[config.mk]
export PLATFORM = sky130hd
export DESIGN_NAME = rtlola_event_feeder
export DESIGN_NICKNAME = d
export VERILOG_FILES = /design/src/rtl/rtlola_event_feeder.sv
export SDC_FILE = /design/constraint.sdc
export NUM_CORES = 1
export LEC_CHECK = 0
export BUFFER_PORTS_ARGS = -buffer_cell sky130_fd_sc_hd__buf_2
export CAP_MARGIN = 10
export CORE_ASPECT_RATIO = 1.5
export CORE_MARGIN = 4
export CORE_UTILIZATION = 40
export CTS_CLUSTER_DIAMETER = 30
export DETAILED_ROUTE_END_ITERATION = 10
export PLACE_DENSITY = 0.65
export SYNTH_ARGS = -nofsm -noshare
export SYNTH_HDL_FRONTEND = slang
export SYNTH_SLANG_ARGS = --single-unit
[constraint.sdc]
create_clock -name clk -period 13.3 [get_ports clk]
set_clock_uncertainty 0.1 [all_clocks]
set_input_delay 0 -clock clk [delete_from_list [all_inputs] [get_ports clk]]
set_output_delay 0 -clock clk [all_outputs]
set_load 0.005 [all_outputs]
[src/rtl/rtlola_event_feeder.sv]
// rtl/rtlola_event_feeder.sv - event FIFO and paced newX1/newX2 pulse driver for the RTLola monitor
//
// Purpose:
//   Queues host events (x1/x2 values plus per-stream presence flags) and
//   presents them to the monitor one at a time as single-cycle newX1/newX2
//   pulses. Consecutive pulses are spaced MIN_GAP enabled cycles apart so
//   the monitor's internal transfers can settle between events.
//
// Ports:
//   clk, rst        clock, synchronous active-high reset
//   en              global enable shared with the monitor; freezes pacing/pops
//   s_valid/s_ready host event handshake (push when both high)
//   s_x1, s_x2      event values
//   s_has_x1/x2     event carries a new value for that stream
//   x1, x2          held monitor inputs (last issued values)
//   newX1, newX2    one-cycle event pulses
//   busy            FIFO non-empty or pacing gap in progress
//   fifo_level      number of queued events
//   event_cnt       issued pulse count, wraps at 16 bits

module rtlola_event_feeder #(
  parameter int DATA_W     = 32,
  parameter int FIFO_DEPTH = 8,
  parameter int ADDR_W     = 3,
  parameter int MIN_GAP    = 16
) (
  input  logic              clk,
  input  logic              rst,
  input  logic              en,
  input  logic              s_valid,
  output logic              s_ready,
  input  logic [DATA_W-1:0] s_x1,
  input  logic [DATA_W-1:0] s_x2,
  input  logic              s_has_x1,
  input  logic              s_has_x2,
  output logic [DATA_W-1:0] x1,
  output logic [DATA_W-1:0] x2,
  output logic              newX1,
  output logic              newX2,
  output logic              busy,
  output logic [ADDR_W:0]   fifo_level,
  output logic [15:0]       event_cnt
);

  localparam int ENTRY_W = 2 * DATA_W + 2;
  localparam int GAP_W   = $clog2(MIN_GAP);

  localparam logic [ADDR_W:0] FULL_LEVEL = (ADDR_W + 1)'(FIFO_DEPTH);

  // After a flagged pop the FSM sits in GAP for MIN_GAP-1 enabled cycles,
  // so the next pop lands MIN_GAP enabled cycles after the previous one and
  // the registered pulses inherit the same spacing.
  localparam logic [GAP_W-1:0] GAP_LOAD = GAP_W'(MIN_GAP - 2);

  typedef enum logic {
    S_IDLE = 1'b0,
    S_GAP  = 1'b1
  } state_t;

  // ---------------------------------------------------------------------
  // Event FIFO
  // ---------------------------------------------------------------------
  logic [ENTRY_W-1:0] mem [FIFO_DEPTH];
  logic [ADDR_W-1:0]  wr_ptr;
  logic [ADDR_W-1:0]  rd_ptr;
  logic [ADDR_W:0]    count;
  logic               full;
  logic               empty;
  logic               push;
  logic               pop;

  logic [ENTRY_W-1:0] head;
  logic [DATA_W-1:0]  head_x1;
  logic [DATA_W-1:0]  head_x2;
  logic               head_has_x1;
  logic               head_has_x2;
  logic               head_flagged;

  assign full  = (count == FULL_LEVEL);
  assign empty = (count == '0);

  // Ready is purely !full (not gated by a same-cycle pop), and is held low
  // while reset is asserted so nothing is accepted into a FIFO being flushed.
  assign s_ready = !rst && !full;
  assign push    = s_valid && s_ready;

  always_ff @(posedge clk) begin
    if (push) begin
      mem[wr_ptr] <= {s_has_x2, s_has_x1, s_x2, s_x1};
    end
  end

  always_ff @(posedge clk) begin
    if (rst) begin
      wr_ptr <= '0;
      rd_ptr <= '0;
      count  <= '0;
    end else begin
      if (push) begin
        wr_ptr <= wr_ptr + 1'b1;
      end
      if (pop) begin
        rd_ptr <= rd_ptr + 1'b1;
      end
      case ({push, pop})
        2'b10:   count <= count + 1'b1;
        2'b01:   count <= count - 1'b1;
        default: count <= count;
      endcase
    end
  end

  assign head         = mem[rd_ptr];
  assign head_x1      = head[DATA_W-1:0];
  assign head_x2      = head[2*DATA_W-1:DATA_W];
  assign head_has_x1  = head[2*DATA_W];
  assign head_has_x2  = head[2*DATA_W+1];
  assign head_flagged = head_has_x1 || head_has_x2;

  // ---------------------------------------------------------------------
  // Pacing FSM
  // ---------------------------------------------------------------------
  state_t           state;
  state_t           state_nxt;
  logic [GAP_W-1:0] gap_cnt;
  logic [GAP_W-1:0] gap_nxt;
  logic             issue;

  always_ff @(posedge clk) begin
    if (rst) begin
      state   <= S_IDLE;
      gap_cnt <= '0;
    end else begin
      state   <= state_nxt;
      gap_cnt <= gap_nxt;
    end
  end

  always_comb begin
    state_nxt = state;
    gap_nxt   = gap_cnt;
    case (state)
      S_IDLE: begin
        // Flagless heads are dropped without entering GAP, so the next
        // entry may be popped on the very next cycle.
        if (en && !empty && head_flagged) begin
          state_nxt = S_GAP;
          gap_nxt   = GAP_LOAD;
        end
      end
      S_GAP: begin
        if (en) begin
          if (gap_cnt == '0) begin
            state_nxt = S_IDLE;
          end else begin
            gap_nxt = gap_cnt - 1'b1;
          end
        end
      end
      default: begin
        state_nxt = S_IDLE;
        gap_nxt   = '0;
      end
    endcase
  end

  always_comb begin
    pop   = 1'b0;
    issue = 1'b0;
    if (state == S_IDLE && en && !empty) begin
      pop   = 1'b1;
      issue = head_flagged;
    end
  end

  // ---------------------------------------------------------------------
  // Monitor-side output registers
  // ---------------------------------------------------------------------
  // The pulse flags are rebuilt from 'issue' every cycle, so a pulse lasts
  // exactly one cycle regardless of what en does afterwards.
  always_ff @(posedge clk) begin
    if (rst) begin
      x1        <= '0;
      x2        <= '0;
      newX1     <= 1'b0;
      newX2     <= 1'b0;
      event_cnt <= '0;
    end else begin
      newX1 <= issue && head_has_x1;
      newX2 <= issue && head_has_x2;
      if (issue && head_has_x1) begin
        x1 <= head_x1;
      end
      if (issue && head_has_x2) begin
        x2 <= head_x2;
      end
      if (issue) begin
        event_cnt <= event_cnt + 16'd1;
      end
    end
  end

  assign busy       = !empty || (state == S_GAP);
  assign fifo_level = count;

endmodule
==> run metrics <==
worst setup margin=9.49 ns; total negative slack=0 ns; most common cell after layout, fill and taps aside=edfxtp_1; routability cong.=0.768; Iteration-0 DRC Markers=1103; global-route wire length before repair=81.5 mm; Static Leak=9.59 nW; Worst Max-Slew Pin Slew=1.13 ns; Top FF cell, synth=edfxtp_1; class of the worst hold path=primary input to flop; post-synthesis cell area=23900 um^2; crit share post-route=28.7%; Critical Path AT=4.20 ns; Setup Viol. Count Final=0; max-slew violation count=0; critical setup path kind=flop to flop; max-cap violation count=0; Vias=12500; Root Driver=clkbuf_16; power per cell area=194 nW/um^2; Detail Route Antenna Nets=0; GRT Total Usage=16.6%; synthesized flop and latch total=628; largest net degree at the start of global routing=90; Slew HR=24.7%; synthesized area per cell=19.7 um^2; CP max FO=69; peak supply drop=0.102 mV; area occupied by multi-input gates=5740 um^2; I/O pin count=158; Synth-to-Final Area Change=22.7%; GRT overflow=0; Max Clk Rate=262 MHz; Cell variety after synth=49; Post-synth EDFFs=528; drt total wl=53.8 mm; die area=63700 um^2; Site Rows=109; Startpoint Class=flop; CTS Buf Count=88; status=finished clean; Inst Count DP=2092; antenna violations before repair=3; placed standard-cell area=25500 um^2; sequential area share after synthesis=74.8%; Clock Sinks=628; htree depth=3; Core Area=59100 um^2; total power draw=5.69 mW; Worst-Skew Late Latency=0.62 ns; CP required=13.69 ns; Buffers on Ports=157; Initial Utilization=40.4%; Post-Syn Instances=1214; fin area=29300 um^2; layout cell share with drive strength beyond 1=31.1%; kind of end point of the critical path=flop; die height=307 um; DP HPWL=28.1 mm; vias per inst=5.37; Final #Nets=1552; Die W=207 um; CTS max path bufs=3; syn nets=1291; Pre-Repair DR Iteration Count=5; asr flop ratio synth=0%; Fillers=4763; drt wl/cell=23.1 um; DRC errors left=0; Register Area=17900 um^2; vias in the first global route=13400; CTS tree=yes; fin cells=2330; Syn. warnings=0; worst slack, placed=9.54 ns; Post-CTS Resized=0; Hold Violations, Final=0; unrepaired setup endpoints after global routing=no; clk slew on worst S/H paths=0.05 ns; most frequent cells in the layout=528 x edfxtp_1, 156 x buf_2, 132 x mux4_2; post-layout minimum cycle time=3.81 ns
-- final cells by class --
class | count | area share [%]
timing repair buffer | 246 | 5.57
inverter | 4 | 0.0555
sequential | 628 | 61.0
antenna | 2 | 0.0171
clock buffer | 107 | 8.26
multi-input combinational | 507 | 19.6
tap | 777 | 3.32
clock inverter | 59 | 2.21
-- where the power goes --
part | leakage (nW) | total (mW) | switching (mW) | internal [mW]
Sequential | 5.58 | 2.38 | 0.121 | 2.25
Clock | 1.47 | 2.36 | 0.883 | 1.48
Combinational | 2.53 | 0.955 | 0.505 | 0.451
-- layer usage --
metal / vias up / global-route usage (%) / part of all wire, %
met2: 373 / 29.6 / 52
met3: 94 / 2.93 / 4.9
met4: 2 / 5.57 / 2.4
met1: 6518 / 20.5 / 41
li1: 5534 / - / -
met5: - / 0 / 0.024
-- metrics by stage --
step           utilization [%]  hold WS, ns
2_1_floorplan                -     -0.00113
3_3_place_gp              43.2        0.159
3_5_place_dp              43.2        0.171
4_1_cts                   49.6       0.0717
5_1_grt                   49.6        0.105
6_report                  49.6       0.0918
-- what timing repair did --
action,4_1_cts,5_1_grt
buffers inserted,0,0
hold endpoints to repair,563,0
hold buffers,70,0
-- critical path, cell delays in order (launching register included) --
cell and delay, ns:
dfxtp_1 0.37, nor2b_1 0.61, nand2_4 0.20, clkinv_2 0.07
buf_4 0.79, ha_1 0.41, xor2_1 0.11, ha_1 0.21
a31oi_1 0.22, mux2i_1 0.23, mux2_2 0.34
-- flip-flops by register name, indices dropped and copies added, names as in the netlist, named ones only --
name,count
mem,528
x1,32
x2,32
event_cnt,16
fifo_level,4
gap_cnt,4
rd_ptr,3
wr_ptr,3
newX1,1
newX2,1
state,1
-- synthesized netlist by cell type, types with 3 or more instances --
| library cell | count | area (um^2) |
|---|---|---|
| edfxtp_1 | 528 | 15900 |
| mux4_2 | 132 | 2970 |
| dfxtp_1 | 100 | 2000 |
| a211oi_1 | 73 | 548 |
| a21oi_1 | 70 | 350 |
| mux2i_1 | 68 | 681 |
| clkbuf_1 | 44 | 165 |
| nor2_1 | 35 | 131 |
| buf_2 | 25 | 125 |
| nor2b_1 | 23 | 144 |
| mux2_1 | 14 | 158 |
| nand2_1 | 14 | 52.6 |
| ha_1 | 7 | 87.6 |
| nand2b_1 | 7 | 43.8 |
| nand3_1 | 7 | 35.0 |
| nor3_1 | 7 | 35.0 |
| mux2_2 | 5 | 56.3 |
| nand4_1 | 4 | 25.0 |
| xor2_1 | 4 | 35.0 |
| a221oi_1 | 3 | 26.3 |
| buf_1 | 3 | 11.3 |
| buf_4 | 3 | 22.5 |
| inv_1 | 3 | 11.3 |
| o21ai_0 | 3 | 15.0 |
| xnor2_1 | 3 | 26.3 |
-- final timing paths --
| path | slack (ns) | end | from | cells after the start |
|---|---|---|---|---|
| worst max-delay path | 9.49 | fifo_level[2]$_SDFFE_PP0P_ | state$_SDFF_PP0_ | 10 |
| worst min-delay path | 0.09 | mem[6][51]$_DFFE_PP_ | s_x2[19] | 2 |
| worst max register to register | 9.49 | fifo_level[2]$_SDFFE_PP0P_ | state$_SDFF_PP0_ | 10 |
| worst min register to register | 0.39 | flop | rd_ptr[1]$_SDFFE_PP0P_ | 2 |
-- cells by family after synthesis --
family	share of synthesized area, %
compound gates	4.19
xor+xnor	0.257
fa+ha+maj	0.367
buf+inv	1.42
flops	74.8
mux	16.4
simple gates	2.58
(Power assumes the default switching activity.)
